==> src/rtl/genie_pkg.sv <==
// genie_pkg: code-word bit layout, decoder FSM states and character classification
// shared by the Game Genie text decoder and its pack stage.
package genie_pkg;

  localparam int unsigned STROBE  = 34;
  localparam int unsigned ENABLE  = 33;
  localparam int unsigned CMP_EN  = 32;
  localparam int unsigned ADDR_HI = 31;
  localparam int unsigned ADDR_LO = 16;
  localparam int unsigned CMP_HI  = 15;
  localparam int unsigned CMP_LO  = 8;
  localparam int unsigned REPL_HI = 7;
  localparam int unsigned REPL_LO = 0;

  typedef enum logic [1:0] {COLLECT, DISCARD, EMIT, GAP} state_t;

  // Returns {is_letter, nibble}; lower-case letters fold onto upper case.
  function automatic logic [4:0] letter_nib(input logic [7:0] c);
    logic [7:0] u;
    u = ((c >= 8'h61) && (c <= 8'h7A)) ? (c - 8'h20) : c;
    case (u)
      "A":     letter_nib = {1'b1, 4'd0};
      "P":     letter_nib = {1'b1, 4'd1};
      "Z":     letter_nib = {1'b1, 4'd2};
      "L":     letter_nib = {1'b1, 4'd3};
      "G":     letter_nib = {1'b1, 4'd4};
      "I":     letter_nib = {1'b1, 4'd5};
      "T":     letter_nib = {1'b1, 4'd6};
      "Y":     letter_nib = {1'b1, 4'd7};
      "E":     letter_nib = {1'b1, 4'd8};
      "O":     letter_nib = {1'b1, 4'd9};
      "X":     letter_nib = {1'b1, 4'd10};
      "U":     letter_nib = {1'b1, 4'd11};
      "K":     letter_nib = {1'b1, 4'd12};
      "S":     letter_nib = {1'b1, 4'd13};
      "V":     letter_nib = {1'b1, 4'd14};
      "N":     letter_nib = {1'b1, 4'd15};
      default: letter_nib = 5'd0;
    endcase
  endfunction

  function automatic logic is_term(input logic [7:0] c);
    return (c == 8'h00) || (c == 8'h0A) || (c == 8'h0D) ||
           (c == 8'h20) || (c == 8'h2C) || (c == 8'h3B);
  endfunction

endpackage

==> src/rtl/genie_code_pack.sv <==
// genie_code_pack: combinational scramble of 8 letter nibbles into the
// CPU address, compare and replace bytes of a Game Genie code.
module genie_code_pack
  import genie_pkg::*;
#(
  parameter logic [15:0] ADDR_BASE = 16'h8000
) (
  input  logic [7:0][3:0] i_nib,
  input  logic            i_len8,
  output logic [15:0]     o_addr,
  output logic [7:0]      o_compare,
  output logic [7:0]      o_replace
);

  logic [3:0] w_l;

  always_comb begin
    w_l    = i_len8 ? i_nib[7] : i_nib[5];
    o_addr = ADDR_BASE
           | (16'(i_nib[3] & 4'h7) << 12)
           | (16'(i_nib[5] & 4'h7) << 8)
           | (16'(i_nib[4] & 4'h8) << 8)
           | (16'(i_nib[2] & 4'h7) << 4)
           | (16'(i_nib[1] & 4'h8) << 4)
           |  16'(i_nib[4] & 4'h7)
           |  16'(i_nib[3] & 4'h8);
    o_replace = (8'(i_nib[1] & 4'h7) << 4)
              | (8'(i_nib[0] & 4'h8) << 4)
              |  8'(i_nib[0] & 4'h7)
              |  8'(w_l & 4'h8);
    o_compare = '0;
    if (i_len8) begin
      o_compare = (8'(i_nib[7] & 4'h7) << 4)
                | (8'(i_nib[6] & 4'h8) << 4)
                |  8'(i_nib[6] & 4'h7)
                |  8'(i_nib[5] & 4'h8);
    end
  end

endmodule

==> src/rtl/genie_code_decoder.sv <==
// genie_code_decoder: ASCII Game Genie text stream -> 38-bit code-table word.
// Define GENIE_DEC_STATS_EN to add saturating accepted/rejected counters.
module genie_code_decoder
  import genie_pkg::*;
#(
  parameter logic [15:0] ADDR_BASE = 16'h8000
) (
  input  logic        clk,
  input  logic        reset,
  input  logic        chr_valid,
  input  logic [7:0]  chr_data,
  output logic        chr_ready,
  input  logic        flush,
  output logic [37:0] code,
  output logic        busy,
  output logic        err
`ifdef GENIE_DEC_STATS_EN
  ,
  output logic [7:0]  n_accepted,
  output logic [7:0]  n_rejected
`endif
);

  state_t          r_state, w_state_nxt;
  logic [3:0]      r_count;
  logic [7:0][3:0] r_nib;
  logic [37:0]     r_code;
  logic            r_err;

  logic       w_xfer, w_is_dash, w_let, w_term, w_bad, w_len8;
  logic       w_store, w_load, w_reject;
  logic [4:0] w_lookup;
  logic [15:0] w_addr;
  logic [7:0]  w_cmp, w_repl;

  assign chr_ready = (r_state == COLLECT) || (r_state == DISCARD);
  assign w_xfer    = chr_valid & chr_ready;
  assign w_lookup  = letter_nib(chr_data);
  assign w_is_dash = (chr_data == 8'h2D);
  assign w_let     = w_xfer & w_lookup[4];
  // A byte transfer takes precedence; flush only terminates on an idle cycle.
  assign w_term    = w_xfer ? is_term(chr_data) : flush;
  assign w_bad     = w_xfer & ~w_lookup[4] & ~w_is_dash & ~is_term(chr_data);
  assign w_len8    = (r_count == 4'd8);

  genie_code_pack #(.ADDR_BASE(ADDR_BASE)) u_pack (
    .i_nib     (r_nib),
    .i_len8    (w_len8),
    .o_addr    (w_addr),
    .o_compare (w_cmp),
    .o_replace (w_repl)
  );

  always_comb begin
    w_state_nxt = r_state;
    w_store     = 1'b0;
    w_load      = 1'b0;
    w_reject    = 1'b0;
    case (r_state)
      COLLECT: begin
        if (w_term) begin
          if ((r_count == 4'd6) || w_len8) begin
            w_load      = 1'b1;
            w_state_nxt = EMIT;
          end else if (r_count != '0) begin
            w_reject = 1'b1;
          end
        end else if (w_let) begin
          if (w_len8) w_state_nxt = DISCARD;
          else        w_store     = 1'b1;
        end else if (w_bad) begin
          w_state_nxt = DISCARD;
        end
      end
      DISCARD: begin
        if (w_term) begin
          w_reject    = 1'b1;
          w_state_nxt = COLLECT;
        end
      end
      EMIT:    w_state_nxt = GAP;
      default: w_state_nxt = COLLECT;
    endcase
  end

  // The word is captured on the terminator edge so the strobe is visible during EMIT.
  always_ff @(posedge clk) begin
    if (reset) begin
      r_state <= COLLECT;
      r_count <= '0;
      r_nib   <= '0;
      r_code  <= '0;
      r_err   <= 1'b0;
    end else begin
      r_state <= w_state_nxt;
      r_err   <= w_reject;
      if (w_store) begin
        r_nib[r_count[2:0]] <= w_lookup[3:0];
        r_count             <= r_count + 4'd1;
      end else if (w_reject || (r_state == GAP)) begin
        r_count <= '0;
      end
      if (w_load) begin
        r_code[37:35]           <= '0;
        r_code[STROBE]          <= 1'b1;
        r_code[ENABLE]          <= 1'b1;
        r_code[CMP_EN]          <= w_len8;
        r_code[ADDR_HI:ADDR_LO] <= w_addr;
        r_code[CMP_HI:CMP_LO]   <= w_cmp;
        r_code[REPL_HI:REPL_LO] <= w_repl;
      end else if (r_state == EMIT) begin
        r_code[STROBE] <= 1'b0;
      end
    end
  end

  assign code = r_code;
  assign err  = r_err;
  assign busy = (r_count != '0) || (r_state != COLLECT);

`ifdef GENIE_DEC_STATS_EN
  logic [7:0] r_n_acc, r_n_rej;

  always_ff @(posedge clk) begin
    if (reset) begin
      r_n_acc <= '0;
      r_n_rej <= '0;
    end else begin
      if ((r_state == EMIT) && (r_n_acc != '1)) r_n_acc <= r_n_acc + 8'd1;
      if (r_err && (r_n_rej != '1))             r_n_rej <= r_n_rej + 8'd1;
    end
  end

  assign n_accepted = r_n_acc;
  assign n_rejected = r_n_rej;
`endif

endmodule

==> config.mk <==
export PLATFORM = sky130hd
export DESIGN_NAME = genie_code_decoder
export DESIGN_NICKNAME = d
export VERILOG_FILES = /design/src/rtl/genie_pkg.sv /design/src/rtl/genie_code_pack.sv /design/src/rtl/genie_code_decoder.sv
export SDC_FILE = /design/constraint.sdc
export NUM_CORES = 1
export LEC_CHECK = 0
export BUFFER_PORTS_ARGS = -buffer_cell sky130_fd_sc_hd__buf_4
export CAP_MARGIN = 5
export CORE_ASPECT_RATIO = 2
export CORE_MARGIN = 10
export CORE_UTILIZATION = 40
export CTS_CLUSTER_DIAMETER = 80
export DETAILED_ROUTE_END_ITERATION = 12
export PLACE_DENSITY_LB_ADDON = 0.08
export SLEW_MARGIN = 30
export SYNTH_ARGS = -nofsm -noshare
export SYNTH_HDL_FRONTEND = slang
export SYNTH_SLANG_ARGS = --single-unit
==> constraint.sdc <==
create_clock -name clk -period 1.8 [get_ports clk]
set_input_delay 0.18 -clock clk [delete_from_list [all_inputs] [get_ports clk]]
set_output_delay 0.18 -clock clk [all_outputs]
set_load 0.02 [all_outputs]
### Word level (Yosys, flattened, before mapping)

Index checks and enable logic that the tools add are counted.

* flip-flop bits (word level): 74
* input port bits: 12
* output and inout bits: 41
* word-level logic and storage cells: 119

* $add $sub $neg: 2
* order comparisons: 4
* equality and inequality tests: 31
* multiplexer cells: 31
* bitwise operators: 20
* reduce and logical (&&, ||, !) cells: 18

Operators by type and width (number)
* $eq A8 B7 Y1 const B: 16
* $pmux W5 S16: 1
* $bwmux W32: 1
* $eq A8 B6 Y1 const B: 4
* $eq A8 B4 Y1 const B: 2
* $mux W4: 4
* $mux W8: 2
* $or A16 B11 Y16: 1
* $or A16 B12 Y16: 1
* $or A16 B3 Y16: 1
* $or A16 B4 Y16: 1
* $or A16 B7 Y16: 1
* $or A16 B8 Y16: 1
* $or A7 B8 Y8: 2
* $or A8 B3 Y8: 2
* $or A8 B4 Y8: 2
* $mux W1: 14
* $demux W4 S3: 1
* $mux W2: 6
* $logic_or A1 B1 Y1: 9
* $ge A8 B7 Y1 const B: 1
* $le A8 B7 Y1 const B: 1
* $logic_not A8 Y1: 1
* $sub A8 B6 Y8 const B: 1
* other kinds (20): 30

### Longest topological paths before layout

Gate-level depths: netlist of the first run.

* depth in word-level cells: 13
* mapped depth: 10
* mapped depth without buffers: 8

### Modules after synthesis

A second synthesis of the first run with hierarchy kept.

* cells, all modules: 391
* area total of the unflattened synthesis: 3617.2 um^2

Modules (own cells, without submodules)
* genie_code_decoder: instances 1, cells an instance 358, area an instance 3365.7 um^2, seq. area each 1481.4 um^2
* genie_code_pack: instances 1, cells an instance 33, area an instance 251.5 um^2, seq. area each 0.0 um^2

### Worst setup path before layout of the first run

OpenSTA, ideal clock, no wires.

* kind: register to register
* from: register r_count[0]
* to: register r_code[10], in the netlist code[10]
* setup time: 0.117 ns
* arrival time: 1.888 ns
* required time: 1.683 ns
* path slack: -0.205 ns
* cell stages (with the launch flop): 11
* buffers on the path: 2
* period minus slack after synthesis: 2.005 ns
* cells stage by stage: dfxtp_1 -> inv_1 -> ha_1 -> nand2b_1 -> or2_2 -> nand2_1 -> nand4_1 -> buf_4 -> and2_1 -> buf_4 -> a22o_1

* longest elaborated chain between the ends: 5
* elaborated cells between the ends (all ways): 7

Ends and longest elaborated chain
* start, declared: RTL line genie_code_decoder.sv:25 `logic [3:0] r_count;`
* start signal, assigned: RTL line genie_code_decoder.sv:99 `r_count <= r_count + 4'd1;`
* $eq A4 B3 Y1 / $eq A4 B4 Y1 (equally long branches): RTL line genie_code_decoder.sv:62, genie_code_decoder.sv:44
* $logic_or A1 B1 Y1: RTL line genie_code_decoder.sv:62 `if ((r_count == 4'd6) || w_len8) begin`
* $mux W1: RTL line genie_code_decoder.sv:62
* $mux W1: RTL line genie_code_decoder.sv:61 `if (w_term) begin`
* $mux W1: RTL line genie_code_decoder.sv:59 `case (r_state)`
* end signal, assigned by index: RTL line genie_code_decoder.sv:107 `r_code[CMP_EN] <= w_len8;`
* end signal, assigned by index: RTL line genie_code_decoder.sv:108 `r_code[ADDR_HI:ADDR_LO] <= w_addr;`
* end signal, assigned by index: RTL line genie_code_decoder.sv:109 `r_code[CMP_HI:CMP_LO] <= w_cmp;`
* end, declared: RTL line genie_code_decoder.sv:27 `logic [37:0] r_code;`

Several ways; a longest one is shown, not always the timed one.
A chain may end at the register's enable or synchronous reset.

### Final worst setup path of the first run

* from: register r_state[1]
* to: register r_code[17], in the netlist code[17]

* longest elaborated chain between the ends: 6
* elaborated cells between the ends (all ways): 7

Ends and longest elaborated chain
* start, declared: RTL line genie_code_decoder.sv:24 `state_t r_state, w_state_nxt;`
* start signal, assigned: RTL line genie_code_decoder.sv:95 `r_state <= w_state_nxt;`
* $eq A2 B1 Y1 / $logic_not A2 Y1 (equally long branches): RTL line genie_code_decoder.sv:36, genie_code_decoder.sv:59
* $logic_or A1 B1 Y1: RTL line genie_code_decoder.sv:36 `assign chr_ready = (r_state == COLLECT) || (r_state == DISCARD);`
* $and A1 B1 Y1: RTL line genie_code_decoder.sv:37 `assign w_xfer = chr_valid & chr_ready;`
* $mux W1: RTL line genie_code_decoder.sv:42 `assign w_term = w_xfer ? is_term(chr_data) : flush;`
* $mux W1: RTL line genie_code_decoder.sv:61
* $mux W1 (*): RTL line genie_code_decoder.sv:59

Mark *: on every way between the ends. The rest lies on a longest branch, timed or not.

==> metrics.md, run 1 <==
| Metric | Value |
|---|---|
| Outcome | completed |
| DRC viols | 0 |
| TritonCTS clock tree | done |
| Top-count cell post-synth | dfxtp_1 |
| All-Layer GR Usage | 14.2% |
| Worst EP required | 2010 ps |
| DRT Wirelength | 9140 um |
| Core Footprint | 8230 sq um |
| Net count, final | 468 |
| GPL Wtd Cong | 0.830 |
| H-Tree Depth | 3 |
| Setup total negative slack | 0 ps |
| Met2 Usage GRT | 27.2% |
| Mux contribution to synthesized area | 17.6% |
| Synth Area in Simple Gates | 20.4% |
| Crit path kind | reg -> reg |
| # diodes | 0 |
| Power Dens Cells | 812 nW/um^2 |
| RSZ-0062 raised after global routing | true |
| VDD IR max | 0.000665 V |
| Skew-Pair Late Insertion Delay | 330 ps |
| Post-synthesis compound-gate area fraction | 10.5% |
| First-pass GRT wire length | 14500 um |
| Die Area | 12700 sq um |
| Post-Synthesis Cell Area | 3370 sq um |
| Worst Setup End Kind | flop |
| Via density | 5.06 |
| 1st-iter DRT viols | 89 |
| Fraction of layout cells with a size suffix above 1 | 32.7% |
| Placed Area | 4140 sq um |
| Syn-to-layout area delta | 35.7% |
| Synth Area in Adders | 1.86% |
| Clock root buffer | clkbuf_16 |
| Largest family of logic cells by synthesized area | simple AND/OR/NAND/NOR gates |
| Synth Flop Type | dfxtp_1 |
| Grt ovf | 0 |
| WP data arrival | 1930 ps |
| Final core occ | 55.5% |
| Post-DP HPWL | 6710 um |
| Routed Antenna Nets | 0 |
| Die W | 84.9 um |
| DRT Pass-1 Iters | 6 |
| I/O Pins | 53 |
| Total CTS buffers | 9 |
| Commonest cells post-synth | dfxtp_1 (72), nor2_1 (67), mux2i_1 (56) |
| EDFF count, synth | 0 |
| Ys async rst share | 0% |
| FF-to-FF path depth | 7 |
| I/O Buffers | 49 |
| Mean Syn Cell Area | 9.39 sq um |
| Number of global-route vias before repair | 2904 |
| Worst r2r dst | code[17] |
| Total Power | 3.71 mW |
| Post-route minimum period | 1720 ps |
| Number of max-cap violations | 0 |
| Post-Synth XOR/XNOR Area | 1.04% |
| Antenna violations before repair | 0 |
| Synth warnings | 0 |
| Gate Count Post-Synth | 359 |
| Achievable Freq | 581 MHz |
| Crit Path Max Fanout | 6 |
| M1 GR Usage | 13.3% |
| Die height | 150 um |
| Synth Register Bits | 72 |
| Leading area contributor after synthesis | dfxtp_1 |
| Sequential area share after synthesis | 42.8% |
| Min-Delay Endpoint | r_state[1] |
| Via count | 2806 |
| Period utilisation layout | 95.6% |
| Cells on Worst Hold Path | 2 |
| Busiest layer in global routing | met2 |
| Largest net degree at the start of global routing | 37 |
| M3 GR Usage | 3.43% |
| Ranking of synthesized cells by area | dfxtp_1 (43%), mux2i_1 (17%), nor2_1 (7.5%) |
| Clock Pin Slew Worst Setup and Hold Paths | 60 ps |
| Initial core utilization | 40.9% |
| R2r startpoint | r_state[1] |
| Final setup vio count | 0 |
| Post-synth top area share | 42.8% |
| Critical Path Source Type | flop |
| Min-delay src | reset |
| Clock Sinks | 72 |
| CTS Buffer Depth | 2 |
| Origin of the worst setup path | r_state[1] |
| Register-to-register setup slack | 80 ps |
| Design Area, Final | 4570 sq um |
| Tightest Hold Check Type | in -> reg |
| Fin Clk Skew | 5.65 ps |
| Fin. Hold Viols | 0 |
| Num rows | 47 |
| DR WL/cell | 16.5 um |
| Leak pwr | 2.33 nW |
| Yosys cell types | 58 |
| Slew Limit Fails | 0 |
state kept, by name, summed over array words and instances (netlist names):
name and count:
code 34, r_nib 31, r_count 4, r_state 2, err 1
power by group:
group | total (mW) | switching, mW | internal, mW | leakage (nW)
clock | 1.76 | 0.656 | 1.11 | 0.145
combinational | 0.348 | 0.192 | 0.157 | 1.60
sequential | 1.60 | 0.00318 | 1.60 | 0.581
total | 3.71 | 0.851 | 2.86 | 2.33
how the worst max path moves through the flow:
stage | to | slack [ps] | depth (start not counted)
finish | code[17] | 80 | 7
global route | r_count[3] | -10 | 7
CTS | code[10] | 10 | 8
detailed placement | r_nib[28] | -220 | 9
global placement | r_nib[29] | -190 | 9
floorplan | code[16] | 0.8 | 9
layout by cell type, fill, tap and decap left out, types with 3 or more instances in the layout:
master / synthesis / final
nor2_1: 67 / 66
clkbuf_16: 0 / 11
nor4_1: 5 / 3
buf_6: 4 / 3
dfxtp_1: 72 / 69
o21ai_0: 8 / 7
buf_12: 0 / 3
inv_1: 10 / 8
nand2_1: 17 / 16
conb_1: 1 / 3
nand3_1: 6 / 6
nor2b_1: 7 / 7
a22o_1: 8 / 8
a21oi_1: 7 / 7
dfxtp_2: 0 / 3
mux2i_1: 56 / 56
nor2_2: 2 / 3
ha_1: 5 / 4
buf_4: 8 / 96
nand4_1: 8 / 8
area by class of cell:
class | instances | area [sq um]
Multi-Input combinational cell | 254 | 1800
Inverter | 10 | 40.0
Clock inverter | 5 | 56.3
Sequential cell | 72 | 1450
Clock buffer | 11 | 243
Tap cell | 98 | 123
Timing Repair Buffer | 104 | 865
Fill cell | 783 | 3660
what timing repair did:
| item | in CTS | in global routing |
|---|---|---|
| gates resized for setup | 2 | 10 |
| setup endpoints to repair | 37 | 63 |
| hold buffers | 0 | 0 |
| cloned | 0 | 3 |
| pin swaps | 1 | 4 |
| setup buffers | 1 | 2 |
metal layers:
metal | vias up | wire, um | share of wire [%]
met2 | 46 | 5280 | 58
li1 | 1432 | - | -
met3 | 13 | 333 | 3.6
met4 | 0 | 203 | 2.2
met5 | - | 0 | 0
met1 | 1315 | 3330 | 36
worst max-delay path: stages (launching register included):
cell,delay [ps]
dfxtp_2,340
and2b_2,250
mux2_4,330
nand4_1,120
buf_6,160
clkbuf_16,170
mux2i_1,190
nor2_1,50
kinds of logic after synthesis:
kind of cell,after synthesis
AND/OR/NAND/NOR,137
buffers and inverters,35
multiplexers,59
adder cells (fa/ha/maj),5
AO/OA/AOI/OAI,46
other,1
XOR/XNOR,4
flip-flops,72
stage by stage:
stage	hold WS (ps)	instances	worst slack (ps)
final	93.2	554	78.6
after global routing	95.1	554	-12.2
after CTS	77.1	549	14.8
after detailed placement	427	532	-218
after global placement	425	532	-194
after floorplan	361	361	0.810
(Power assumes the default switching activity.)
==> run 2, diff against run 1 <==
--- a/config.mk
+++ b/config.mk
@@ -5,7 +5,7 @@
 export SDC_FILE = /design/constraint.sdc
 export NUM_CORES = 1
 export LEC_CHECK = 0
-export BUFFER_PORTS_ARGS = -buffer_cell sky130_fd_sc_hd__buf_4
+export BUFFER_PORTS_ARGS = -buffer_cell sky130_fd_sc_hd__buf_2
 export CAP_MARGIN = 5
 export CORE_ASPECT_RATIO = 2
 export CORE_MARGIN = 10
==> run 2 against run 1 <==
Against the previous run:
- combinational power decreased by 3%
- worst setup slack got worse by 39 ps
- register-to-register slack got worse by 40 ps
- wire length decreased by 1.6%
- highest routed layer unchanged
- core utilization decreased by 1.8 points
- flip-flop and latch count unchanged
- fmax decreased by 2.2%
- largest cell class unchanged
- clock power decreased by 5%
- count of clock-buffer cells in the layout increased by 1
- critical path depth unchanged
- largest power group unchanged
- cell count decreased by 0.36%
==> metrics.md, run 2 (synthesis results as in run 1) <==
| Metric | Value |
|---|---|
| Total CTS buffers | 9 (unchanged) |
| DRC viols | 0 (unchanged) |
| Dpl cells | 529 (was 532) |
| Outcome | completed (unchanged) |
| H-Tree Depth | 3 (unchanged) |
| Number of flip-flops in the largest register | 34 (unchanged) |
| Worst EP required | 2010 ps (about the same) |
| VDD IR max | 0.000674 V (was 0.000665 V) |
| Net count, final | 466 (was 468) |
| Die W | 84.9 um (unchanged) |
| Commonest non-fill, non-tap cell in the layout | dfxtp_1 (was buf_4) |
| Seq pwr share | 44.4% (was 43.1%) |
| Clock Pin Slew Worst Setup and Hold Paths | 60 ps (about the same) |
| Final setup vio count | 0 (unchanged) |
| Tightest Hold Check Type | in -> reg (unchanged) |
| Worst Setup End Kind | flop (unchanged) |
| Worst-margin pin slew | 511 ps |
| Die height | 150 um (unchanged) |
| Leak pwr | 2.29 nW (was 2.33 nW) |
| Rel. slew slack | 65.8% |
| Number of max-cap violations | 0 (unchanged) |
| Slew Limit Fails | 0 (unchanged) |
| Internal power | 2.75 mW (was 2.86 mW) |
| Fin Hold WS | 140 ps (was 93.2 ps) |
| Crit path kind | reg -> reg (unchanged) |
| Final core occ | 53.7% (was 55.5%) |
| Clock Sinks | 72 (unchanged) |
| Finished Layout Cells | 552 (was 554) |
| Crit Path Max Fanout | 6 (unchanged) |
| DRT Wirelength | 9000 um (was 9140 um) |
| R2r startpoint | r_state[1] (unchanged) |
| Switching part of the total | 23.7% (was 22.9%) |
| I/O Buffers | 49 (unchanged) |
| Largest net degree at the start of global routing | 39 (was 37) |
| Antenna violations before repair | 0 (unchanged) |
| Clock root buffer | clkbuf_16 (unchanged) |
| First-pass GRT wire length | 14100 um (was 14500 um) |
| Clock share of power | 46.2% (was 47.5%) |
| # diodes | 0 (unchanged) |
| Commonest cells after routing, fill and taps aside | dfxtp_1 (69), nor2_1 (66), mux2i_1 (55) (was buf_4 (96), dfxtp_1 (69), nor2_1 (66)) |
| Post-DP HPWL | 6530 um (was 6710 um) |
| Fin. Hold Viols | 0 (unchanged) |
| Grt ovf | 0 (unchanged) |
| Die Area | 12700 sq um (unchanged) |
| CTS Buffer Depth | 2 (unchanged) |
| Post-route minimum period | 1760 ps (was 1720 ps) |
| RSZ-0062 raised after global routing | true (unchanged) |
| Via density | 5.13 (was 5.06) |
| Initial core utilization | 40.9% (unchanged) |
| TritonCTS clock tree | done (unchanged) |
| GPL Wtd Cong | 0.867 (was 0.830) |
| All-Layer GR Usage | 13.8% (was 14.2%) |
| Logic pwr share | 9.4% (about the same) |
| DR WL/cell | 16.3 um (was 16.5 um) |
| Via count | 2832 (was 2806) |
| Min-delay src | reset (unchanged) |
| Period utilisation layout | 97.8% (was 95.6%) |
| Number of global-route vias before repair | 2895 (was 2904) |
| Cts hold-fix bufs | 0 (unchanged) |
| Num rows | 47 (unchanged) |
| Origin of the worst setup path | r_state[1] (unchanged) |
| Achievable Freq | 568 MHz (was 581 MHz) |
| Critical Path Source Type | flop (unchanged) |
| 1st-iter DRT viols | 100 (was 89) |
| Switching pwr | 0.855 mW (was 0.851 mW) |
| Fin Clk Skew | 5.27 ps (was 5.65 ps) |
| Power Dens Cells | 815 nW/um^2 (was 812 nW/um^2) |
| I/O Pins | 53 (unchanged) |
| WP data arrival | 1970 ps (was 1930 ps) |
| DRT Pass-1 Iters | 4 (was 6) |
| Total Power | 3.61 mW (was 3.71 mW) |
| Fraction of layout cells with a size suffix above 1 | 32.4% (was 32.7%) |
| Skew-Pair Late Insertion Delay | 330 ps (about the same) |
| Core Footprint | 8230 sq um (unchanged) |
| Routed Antenna Nets | 0 (unchanged) |
| Syn-to-layout area delta | 31.3% (was 35.7%) |
-- run 2: final timing paths --
kind	endpoint	slack, ps	cells after the start
worst max-delay path	code[21]	40	7
worst min-delay path	r_state[1]	140	2
worst max register to register	code[21]	40	7
worst min register to register	code[32]	450	1
-- run 2: power groups by stage --
stage / logic (mW) / registers [mW] / clock network, mW
floorplan: 0.200 / 1.64 / 0
global placement: 0.316 / 1.64 / 0
detailed placement: 0.318 / 1.64 / 0
CTS: 0.333 / 1.60 / 1.71
global route: 0.374 / 1.60 / 1.77
finish: 0.339 / 1.60 / 1.67
-- run 2: worst max-delay path: stages, from the launching register on --
cell	delay, ps
dfxtp_2	340
and2b_2	260
mux2_4	330
nand4_1	130
buf_6	160
clkbuf_16	170
mux2i_1	180
nor2_1	50
-- run 2: cell type report --
cell class | count | area [sq um]
Multi-Input combinational cell | 254 | 1820
Clock buffer | 12 | 256
Inverter | 10 | 40.0
Timing Repair Buffer | 102 | 711
Tap cell | 98 | 123
Sequential cell | 72 | 1450
Fill cell | 790 | 3810
Clock inverter | 4 | 28.8
-- run 2: layer usage --
metal / global-route usage [%] / vias to the layer above / routed length [um]
li1: - / 1438 / -
met1: 12.9 / 1316 / 3320
met2: 26.1 / 61 / 5120
met3: 3.43 / 17 / 340
met4: 7.37 / 0 / 221
met5: 0 / - / 0
-- run 2: timing repair --
item                       CTS  global route
gates cloned                 0             3
gates resized for setup      4             9
buffers inserted             3             1
pin swaps                    2             5
setup endpoints to repair   62            53
-- run 2: metrics by stage --
| step | TNS [ps] | worst slack [ps] | area [sq um] |
|---|---|---|---|
| 5_1_grt | -643 | -46.1 | 4420 |
| 4_1_cts | 0 | 0.767 | 4310 |
| 3_5_place_dp | -10880 | -217 | 3980 |
| 6_report | 0 | 39.4 | 4420 |
| 2_1_floorplan | 0 | 0.810 | 3410 |
| 3_3_place_gp | -10960 | -243 | 3980 |
==> run 3, diff against run 2 <==
--- a/config.mk
+++ b/config.mk
@@ -7,7 +7,7 @@
 export LEC_CHECK = 0
 export BUFFER_PORTS_ARGS = -buffer_cell sky130_fd_sc_hd__buf_2
 export CAP_MARGIN = 5
-export CORE_ASPECT_RATIO = 2
+export CORE_ASPECT_RATIO = 0.7
 export CORE_MARGIN = 10
 export CORE_UTILIZATION = 40
 export CTS_CLUSTER_DIAMETER = 80
==> run 3 against run 2 <==
Against the previous run:
- via count down 0.39%
- register-to-register slack barely moved
- largest power group unchanged
- worst setup slack better by 14 ps
==> metrics.md, run 3 (synthesis results as in run 1) <==
| Metric | Value |
|---|---|
| Reg area | 1450 sq um (unchanged) |
| Skew-Pair Late Insertion Delay | 330 ps (about the same) |
| Cells along the critical path | inv_4 > ha_4 > nand2b_4 > or2_4 > nand2_2 > nand4_1 > buf_6 > clkbuf_16 > mux2i_1 > nor2_1 (was and2b_2 > mux2_4 > nand4_1 > buf_6 > clkbuf_16 > mux2i_1 > nor2_1) |
| First-pass GRT wire length | 13800 um (was 14100 um) |
| DRC viols | 0 (unchanged) |
| Routed Antenna Nets | 0 (unchanged) |
| Max incr delay on CP | 330 ps (was 340 ps) |
| H-Tree Depth | 3 (unchanged) |
| Fin Clk Skew | 5.95 ps (was 5.27 ps) |
| I/O Pins | 53 (unchanged) |
| Core Footprint | 8040 sq um (was 8230 sq um) |
| All-Layer GR Usage | 13.4% (was 13.8%) |
| Grt ovf | 0 (unchanged) |
| Tightest Hold Check Type | in -> reg (unchanged) |
| Initial core utilization | 41.9% (was 40.9%) |
| Number of max-cap violations | 0 (unchanged) |
| Num rows | 27 (was 47) |
| Clock Pin Slew Worst Setup and Hold Paths | 60 ps (about the same) |
| Crit path kind | reg -> reg (unchanged) |
| Die Area | 12600 sq um (was 12700 sq um) |
| Final Worst Setup Slack | 53.4 ps (was 39.4 ps) |
| Worst Setup End Kind | flop (unchanged) |
| Die W | 130 um (was 84.9 um) |
| Worst EP required | 2000 ps (was 2010 ps) |
| Commonest non-fill, non-tap cell in the layout | dfxtp_1 (unchanged) |
| CTS Buffer Depth | 2 (unchanged) |
| Fin Hold WS | 147 ps (was 140 ps) |
| Final setup vio count | 0 (unchanged) |
| Post-route minimum period | 1750 ps (was 1760 ps) |
| Slowest cell on the critical path | dfxtp_2 (unchanged) |
| Number of global-route vias before repair | 2797 (was 2895) |
| Clock root buffer | clkbuf_16 (unchanged) |
| DRT Wirelength | 8600 um (was 9000 um) |
| Net count, final | 467 (was 466) |
| VDD IR max | 0.000438 V (was 0.000674 V) |
| Via density | 5.07 (was 5.13) |
| FILL cells | 761 (was 790) |
| Clock Sinks | 72 (unchanged) |
| Antenna violations before repair | 0 (unchanged) |
| Commonest cells after routing, fill and taps aside | dfxtp_1 (69), nor2_1 (66), mux2i_1 (56) (was dfxtp_1 (69), nor2_1 (66), mux2i_1 (55)) |
| # diodes | 0 (unchanged) |
| Fin. Hold Viols | 0 (unchanged) |
| Outcome | completed (unchanged) |
| 1st-iter DRT viols | 79 (was 100) |
| Critical Path Source Type | flop (unchanged) |
| Area taken by multi-input logic gates | 1800 sq um (was 1820 sq um) |
| Period utilisation layout | 97.0% (was 97.8%) |
| WP data arrival | 1950 ps (was 1970 ps) |
| DRT Pass-1 Iters | 4 (unchanged) |
| Syn-to-layout area delta | 31.9% (was 31.3%) |
| Crit Path Max Fanout | 6 (unchanged) |
| Leak pwr | 2.32 nW (was 2.29 nW) |
| Cts hold-fix bufs | 0 (unchanged) |
| Largest net degree at the start of global routing | 41 (was 39) |
| DR WL/cell | 15.5 um (was 16.3 um) |
| Fraction of layout cells with a size suffix above 1 | 32.3% (was 32.4%) |
| I/O Buffers | 49 (unchanged) |
| Slew Limit Fails | 0 (unchanged) |
| Achievable Freq | 573 MHz (was 568 MHz) |
| GPL Wtd Cong | 0.822 (was 0.867) |
| DP Worst Slack | -164 ps (was -217 ps) |
| Die height | 96.8 um (was 150 um) |
| Total CTS buffers | 9 (unchanged) |
| Post-DP HPWL | 6090 um (was 6530 um) |
| Power Dens Cells | 825 nW/um^2 (was 815 nW/um^2) |
| Via count | 2821 (was 2832) |
| Number of flip-flops in the largest register | 34 (unchanged) |
| TritonCTS clock tree | done (unchanged) |
| RSZ-0062 raised after global routing | true (unchanged) |
## run 3: worst max-delay path, delay by kind of cell (launching register included)
kind                     cells  cell delay (ps)
AND/OR/NAND/NOR              5              570
buffers and inverters        3              430
flip-flops                   1              330
multiplexers                 1              150
adder cells (fa/ha/maj)      1              140
## run 3: final cells by class
class	count	area share, %
flip-flops and latches	72	32.5
clock buffers	10	5.15
clock inverters	6	1.32
well taps	101	2.84
multi-input cells	254	40.4
repair buffers	103	16.9
inverters	10	0.900
## run 3: repair_timing
item                                   in CTS  in global routing
buffers inserted                            0                  2
setup endpoints to repair                   9                 56
resized for setup                           1                 10
endpoints found under the hold margin       0                  0
pin swaps                                   0                  4
cloned                                      0                  3
## run 3: path summary, 6_finish.rpt
| path | startpoint | endpoint | slack, ps | depth (start not counted) |
|---|---|---|---|---|
| worst max-delay path | r_count[0] | code[20] | 50 | 10 |
| worst min-delay path | reset | r_state[1] | 150 | 2 |
| worst max register to register | r_count[0] | code[20] | 50 | 10 |
| worst min register to register | code[32] | code[32] | 450 | 1 |
## run 3: metrics by stage
step / utilization (%) / power [mW] / cell area, sq um / instances / TNS (ps)
2_1_floorplan: - / 1.84 / 3410 / 361 / 0
4_1_cts: 53.9 / 3.70 / 4330 / 551 / 0
3_3_place_gp: 50.3 / 1.96 / 4040 / 535 / -5450
3_5_place_dp: 50.3 / 1.97 / 4040 / 535 / -6520
5_1_grt: 55.3 / 3.80 / 4450 / 556 / -694
6_report: 55.3 / 3.67 / 4450 / 556 / 0
## run 3: per-layer routing
metal | GRT usage [%] | vias up | routed length [um] | part of all wire, %
li1 | - | 1439 | - | -
met1 | 18.0 | 1324 | 4240 | 49
met2 | 20.2 | 48 | 3830 | 45
met3 | 4.03 | 10 | 446 | 5.2
met4 | 3.85 | 0 | 84 | 0.98
met5 | 0 | - | 0 | 0
## run 3: report_power, final
group | leakage (nW) | internal, mW | switching, mW
registers | 0.581 | 1.60 | 0.00293
clock network | 0.146 | 1.07 | 0.662
logic | 1.60 | 0.147 | 0.189
